### config.mk
export PLATFORM = sky130hd
export DESIGN_NAME = fetch_decode_buffer
export DESIGN_NICKNAME = d
export VERILOG_FILES = /design/src/rtl/processor_pkg.sv /design/src/rtl/fd_entry_ram.sv /design/src/rtl/fetch_decode_buffer.sv
export SDC_FILE = /design/constraint.sdc
export NUM_CORES = 1
export LEC_CHECK = 0
export ABC_CLOCK_PERIOD_IN_PS = 1600
export CAP_MARGIN = 20
export CORE_ASPECT_RATIO = 1.75
export CORE_MARGIN = 4
export CORE_UTILIZATION = 30
export DETAILED_ROUTE_END_ITERATION = 10
export PLACE_DENSITY = 0.63
export SYNTH_ARGS = -nofsm -noshare
export SYNTH_HDL_FRONTEND = slang
export SYNTH_SLANG_ARGS = --single-unit
### constraint.sdc
create_clock -name clk -period 1.6 [get_ports clk]
set_input_delay 0.16 -clock clk [delete_from_list [all_inputs] [get_ports clk]]
set_output_delay 0.16 -clock clk [all_outputs]
set_load 0.005 [all_outputs]
### src/rtl/processor_pkg.sv
// Shared types for the IF/ID boundary: instruction width, NOP encoding and the
// buffered entry record (instruction plus its PC+8).
package processor_pkg;

  localparam int INSTR_W = 22;
  localparam logic [INSTR_W-1:0] NOP_INSTR = '0;

  typedef struct packed {
    logic [INSTR_W-1:0] instr;
    logic [INSTR_W-1:0] pc_plus_8;
  } fd_entry_t;

endpackage

### src/rtl/fd_entry_ram.sv
// DEPTH x fd_entry_t register storage for the fetch/decode buffer.
// One write port, combinational read port, asynchronous clear on active-low rst.
module fd_entry_ram
  import processor_pkg::*;
#(
  parameter int DEPTH = 2,
  localparam int AW = $clog2(DEPTH)
) (
  input  logic          clk,
  input  logic          rst,
  input  logic          we,
  input  logic [AW-1:0] waddr,
  input  fd_entry_t     wdata,
  input  logic [AW-1:0] raddr,
  output fd_entry_t     rdata
);

  fd_entry_t entries [DEPTH];

  // One register per entry keeps each slot's reset and write enable independent.
  generate
    for (genvar gi = 0; gi < DEPTH; gi++) begin : g_entry
      fd_entry_t entry_q;

      always_ff @(posedge clk or negedge rst) begin
        if (!rst) begin
          entry_q <= '0;
        end else if (we && (waddr == AW'(gi))) begin
          entry_q <= wdata;
        end
      end

      assign entries[gi] = entry_q;
    end
  endgenerate

  assign rdata = entries[raddr];

endmodule

### src/rtl/fetch_decode_buffer.sv
// Elastic IF/ID FIFO between fetch and decode; flush squashes all held entries.
// Define FD_BUFFER_STATS_EN to add the stall_cycles / flush_count statistics outputs.
module fetch_decode_buffer
  import processor_pkg::*;
#(
  parameter int WIDTH = INSTR_W,
  parameter int DEPTH = 2,
  localparam int AW = $clog2(DEPTH),
  localparam int CW = $clog2(DEPTH) + 1
) (
  input  logic             clk,
  input  logic             rst,
  input  logic             flush,
  input  logic             f_valid,
  output logic             f_ready,
  input  logic [WIDTH-1:0] f_instr,
  input  logic [WIDTH-1:0] f_pc_plus_8,
  output logic             d_valid,
  input  logic             d_ready,
  output logic [WIDTH-1:0] d_instr,
  output logic [WIDTH-1:0] d_pc_plus_8,
  output logic [CW-1:0]    occupancy
`ifdef FD_BUFFER_STATS_EN
  ,
  output logic [15:0]      stall_cycles,
  output logic [7:0]       flush_count
`endif
);

  logic [CW-1:0] count_q, count_d;
  logic [AW-1:0] rd_ptr_q, rd_ptr_d;
  logic [AW-1:0] wr_ptr_q, wr_ptr_d;
  logic          push, pop;
  fd_entry_t     wr_entry, head_entry;

  // Handshakes depend on state only, so there is no combinational path fetch <-> decode.
  assign f_ready = (count_q != CW'(DEPTH));
  assign d_valid = (count_q != '0);
  assign push    = f_valid & f_ready;
  assign pop     = d_valid & d_ready;

  always_comb begin
    count_d  = count_q;
    rd_ptr_d = rd_ptr_q;
    wr_ptr_d = wr_ptr_q;
    if (flush) begin
      // A pop this cycle still reaches decode; a push this cycle is dropped.
      count_d  = '0;
      rd_ptr_d = '0;
      wr_ptr_d = '0;
    end else begin
      if (push) wr_ptr_d = wr_ptr_q + AW'(1);
      if (pop)  rd_ptr_d = rd_ptr_q + AW'(1);
      case ({push, pop})
        2'b10:   count_d = count_q + CW'(1);
        2'b01:   count_d = count_q - CW'(1);
        default: count_d = count_q;
      endcase
    end
  end

  always_ff @(posedge clk or negedge rst) begin
    if (!rst) begin
      count_q  <= '0;
      rd_ptr_q <= '0;
      wr_ptr_q <= '0;
    end else begin
      count_q  <= count_d;
      rd_ptr_q <= rd_ptr_d;
      wr_ptr_q <= wr_ptr_d;
    end
  end

  assign wr_entry.instr     = f_instr;
  assign wr_entry.pc_plus_8 = f_pc_plus_8;

  fd_entry_ram #(
    .DEPTH (DEPTH)
  ) u_ram (
    .clk   (clk),
    .rst   (rst),
    .we    (push & ~flush),
    .waddr (wr_ptr_q),
    .wdata (wr_entry),
    .raddr (rd_ptr_q),
    .rdata (head_entry)
  );

  assign d_instr     = d_valid ? head_entry.instr     : NOP_INSTR;
  assign d_pc_plus_8 = d_valid ? head_entry.pc_plus_8 : '0;
  assign occupancy   = count_q;

`ifdef FD_BUFFER_STATS_EN
  logic [15:0] stall_q, stall_d;
  logic [7:0]  flushes_q, flushes_d;

  // Both counters saturate rather than wrap.
  always_comb begin
    stall_d   = stall_q;
    flushes_d = flushes_q;
    if (f_valid && !f_ready && (stall_q != '1)) stall_d   = stall_q + 16'd1;
    if (flush && (flushes_q != '1))             flushes_d = flushes_q + 8'd1;
  end

  always_ff @(posedge clk or negedge rst) begin
    if (!rst) begin
      stall_q   <= '0;
      flushes_q <= '0;
    end else begin
      stall_q   <= stall_d;
      flushes_q <= flushes_d;
    end
  end

  assign stall_cycles = stall_q;
  assign flush_count  = flushes_q;
`endif

endmodule

==> summary.txt <==
Status
  • Result of the run: finished, violations left
  • Failing checks: setup timing

Floorplan
  • Height of the chip: between 150 and 200 microns
  • Initial core utilization: around 31%
  • I/O pin count: just under 100
  • Core Rows: 56
  • Width of the die: roughly 97 microns
  • Die outline area: between 15000 and 20000 sq um
  • Floorplan Core Area: between 10000 and 15000 sq um

Route
  • Count of TritonRoute iterations in the first routing pass: 4
  • Met2 wire len: a little under 7000 microns
  • Top Layer Used: met4
  • Met3 Wirelength: roughly 420 microns
  • Via total after detailed routing: 2976
  • Post-DRT Antenna Nets: 0
  • Number of vias per cell: between 4 and 5
  • Starting DRC count in detailed routing: between 60 and 70
  • Number of remaining DRC errors: 0
  • Final Routed Wirelength: approximately 12000 microns
  • Wire length the detailed router placed on met1: roughly 4900 microns
  • Mean routed wirelength per cell: 19.5 microns

Timing
  • Setup TNS: -6040 ps
  • Final Setup Violations: 79
  • Measured slew at the worst slew-check pin: approximately 510 ps
  • Maximum clock frequency: roughly 0.58 GHz
  • WHS: between 300 and 400 ps
  • Setup ws final: -133 ps
  • Hold Fails Final Rpt: 0
  • Ratio of final minimum period to clock period: 108%
  • Setup repair after global routing missed its margin: true
  • Fin crit period: 1730 ps
  • Final worst clock skew: ~5.0 ps
  • Final Max Tran Viols: 0
  • Rel. slew slack: between 60 and 70%

Worst hold path
  • Kind of path behind the tightest hold check: in2async

Synth
  • Ranking of synthesized cells by area: sky130_fd_sc_hd__dfrtp_1, sky130_fd_sc_hd__mux2_2, sky130_fd_sc_hd__mux2i_1
  • Ys flop type: sky130_fd_sc_hd__dfrtp_1
  • List of most frequent post-synthesis cells: sky130_fd_sc_hd__dfrtp_1, sky130_fd_sc_hd__mux2_2, sky130_fd_sc_hd__nor2_1, sky130_fd_sc_hd__mux2i_1
  • Synthesized Nets: about 360
  • Synthesized instance count: roughly 310
  • Async set-or-reset flop fraction in the synthesized netlist: between 90% and 100%
  • Area leader, netlist: sky130_fd_sc_hd__dfrtp_1
  • Cell Area, Synth: between 4000 and 5000 sq um
  • Yosys warning count: 0
  • Count leader, synth: sky130_fd_sc_hd__dfrtp_1
  • Post-synth top area share: ~55%
  • Avg Inst Size Synth: roughly 14 sq um
  • Register area share after synthesis: between 50% and 60%
  • Yosys cell types: 22
  • Number of enable-type register cells in the synthesized netlist: 0
  • Total of flip-flops plus latches after synthesis: 92

Place
  • Port bufs: 96
  • Pre-CTS setup slack: -256 ps
  • Placer's final routability congestion estimate: between 0.7 and 0.8
  • Total placed instance area: approximately 5400 sq um
  • Placed insts: between 500 and 600
  • HPWL after DPL: approximately 6200 microns

Worst setup path
  • Maximum single-stage delay on the critical path: around 430 ps
  • Crit Path Class: reg2reg
  • WP data arrival: 1950 ps
  • Setup slack of the worst register-to-register path: -130 ps
  • Series of cell instances along the critical path: buf_6, nor2b_4, inv_2, nand4b_4, buf_4, mux2_2
  • Critical path capture point type: flip-flop
  • Worst Path Max Fanout: 8
  • Kind of start point of the critical path: flip-flop
  • WP data required: 1820 ps
  • Master of the slowest instance on the critical path: sky130_fd_sc_hd__dfrtp_2

Finish
  • Final-layout fill cell count: 1205
  • Area occupied by registers: ~2300 sq um
  • Fin cells: around 640
  • Synth-to-Final Area Change: 57.1%
  • Area taken by multi-input logic gates: 2040 sq um
  • Fin area: 6530 sq um
  • Fraction of layout instances using a drive strength above 1: around 48%
  • Number of antenna cells inserted: 0
  • Final #Nets: ~510

Power
  • Maximum vdd ir drop: 628 uV
  • Cell area power density: around 1100 nW/um^2
  • Leakage power summed over all cells: around 0.0031 uW

Global routing
  • Maximum number of pins on one net before global-route repair: 93
  • GR Util All Layers: a little over an eighth
  • First-pass GRT wire length: 16500 microns
  • Number of antenna violations at the first check in global routing: 0
  • Remaining Overflow, GRT: 0
  • Vias in the first global route: about 3200

Clock tree
  • H-tree Lvls: 3
  • Clock transition time at the flip-flop clock pins of the worst setup and hold paths: roughly 60 ps
  • Clock tree from TritonCTS: done
  • Cell at the root of the clock tree: sky130_fd_sc_hd__clkbuf_16
  • Total clock sinks: slightly above 90
  • Number of clock buffers inserted by TritonCTS: 9
  • Clk Latency, worst-skew pair: approximately 340 ps
  • Buffers from clock root to sink, at most: 2

Job
  • Number of maximum-capacitance violations: 0
[where the power goes]
part / switching (uW) / leakage, uW / internal, uW / total [uW]
sequential: 331 / 0.00110 / 2880 / 3210
clock: 871 / 0.000138 / 1240 / 2110
combinational: 684 / 0.00182 / 1300 / 1990
total: 1890 / 0.00306 / 5430 / 7310
[layer usage]
metal,global-route usage [%],vias up
li1,-,1374
met1,14.3,1515
met2,25.5,72
met3,3.80,15
met4,4.22,0
met5,0,-
[cells by family (layout without fill, tap and decap cells)]
logic type                count (synthesis)  after routing  synth area share [%]
AOI/OAI and AO/OA                         9              9                  1.26
xor gates and xnor gates                  1              1                 0.211
DFF                                      92             92                  55.4
muxes                                   132            132                  34.4
buffers and inverters                    20            177                  3.01
and+or+nand+nor                          52             52                  5.66
[worst paths after layout]
check,startpoint,end,depth (start not counted)
max,occupancy[0]$_DFFE_PN0P_,u_ram.entries[2]$_DFFE_PN0P_,6
min,rst,u_ram.entries[87]$_DFFE_PN0P_,3
max reg2reg,occupancy[0]$_DFFE_PN0P_,u_ram.entries[2]$_DFFE_PN0P_,6
min reg2reg,u_ram.entries[73]$_DFFE_PN0P_,u_ram.entries[73]$_DFFE_PN0P_,1
max in group asynchronous,rst,rd_ptr_q$_DFFE_PN0P_,3
min in group clk,f_instr[12],u_ram.entries[34]$_DFFE_PN0P_,2
[what timing repair did]
| action | CTS | global route |
|---|---|---|
| buffers inserted | 29 | 7 |
| hold endpoints to repair | 92 | 0 |
| hold buffers | 1 | 0 |
| gates cloned | 6 | 11 |
| gates resized for setup | 187 | 99 |
| pin swaps | 15 | 16 |
| setup endpoints to repair | 78 | 109 |
[placed cells by master, fill, tap and decap left out, drive strengths merged]
| cell type | netlist | layout |
|---|---|---|
| clkdlybuf4s15 | 0 | 1 |
| bufinv | 0 | 1 |
| xor2 | 1 | 1 |
| mux2 | 88 | 88 |
| o21ai | 3 | 3 |
| clkinv | 0 | 1 |
| nand3b | 1 | 1 |
| o211ai | 1 | 1 |
| nor2b | 1 | 1 |
| a21oi | 3 | 3 |
| a22oi | 1 | 1 |
| nand4b | 1 | 1 |
| clkbuf | 5 | 22 |
| or3 | 1 | 1 |
| a21o | 1 | 1 |
| clkdlybuf4s50 | 0 | 47 |
| nor4 | 1 | 1 |
| dlymetal6s2s | 0 | 1 |
| dlygate4sd3 | 0 | 1 |
| buf | 12 | 91 |
| clkinvlp | 0 | 2 |
| nor2 | 47 | 47 |
| mux2i | 44 | 44 |
| inv | 3 | 3 |
| dfrtp | 92 | 92 |
| dlygate4sd2 | 0 | 7 |
[critical path: cells and delay by family, from the launching register on]
kind          cells  cell delay, ps
mux               1             340
simple gates      2             420
flops             1             430
buf+inv           3             420
[metrics by stage]
step / util (%) / total power (uW)
3_5_place_dp: 40.2 / 4710
2_1_floorplan: - / 4000
5_1_grt: 48.3 / 7700
6_report: 48.3 / 7310
4_1_cts: 45.3 / 7040
3_3_place_gp: 40.2 / 4630
[flip-flops by register name (all words and copies together), names as in the netlist]
register,count
u_ram.entries,88
wr_ptr_q,1
rd_ptr_q,1
occupancy,2
[area by class of cell]
cell class	count	share of cell area, %
timing repair buffer	159	25.5
multi-input combinational	194	31.2
clock buffer	11	3.72
tap	174	3.33
inverter	3	0.172
clock inverter	4	0.767
sequential	92	35.3
No activity file was read; power rests on OpenSTA's default activity.
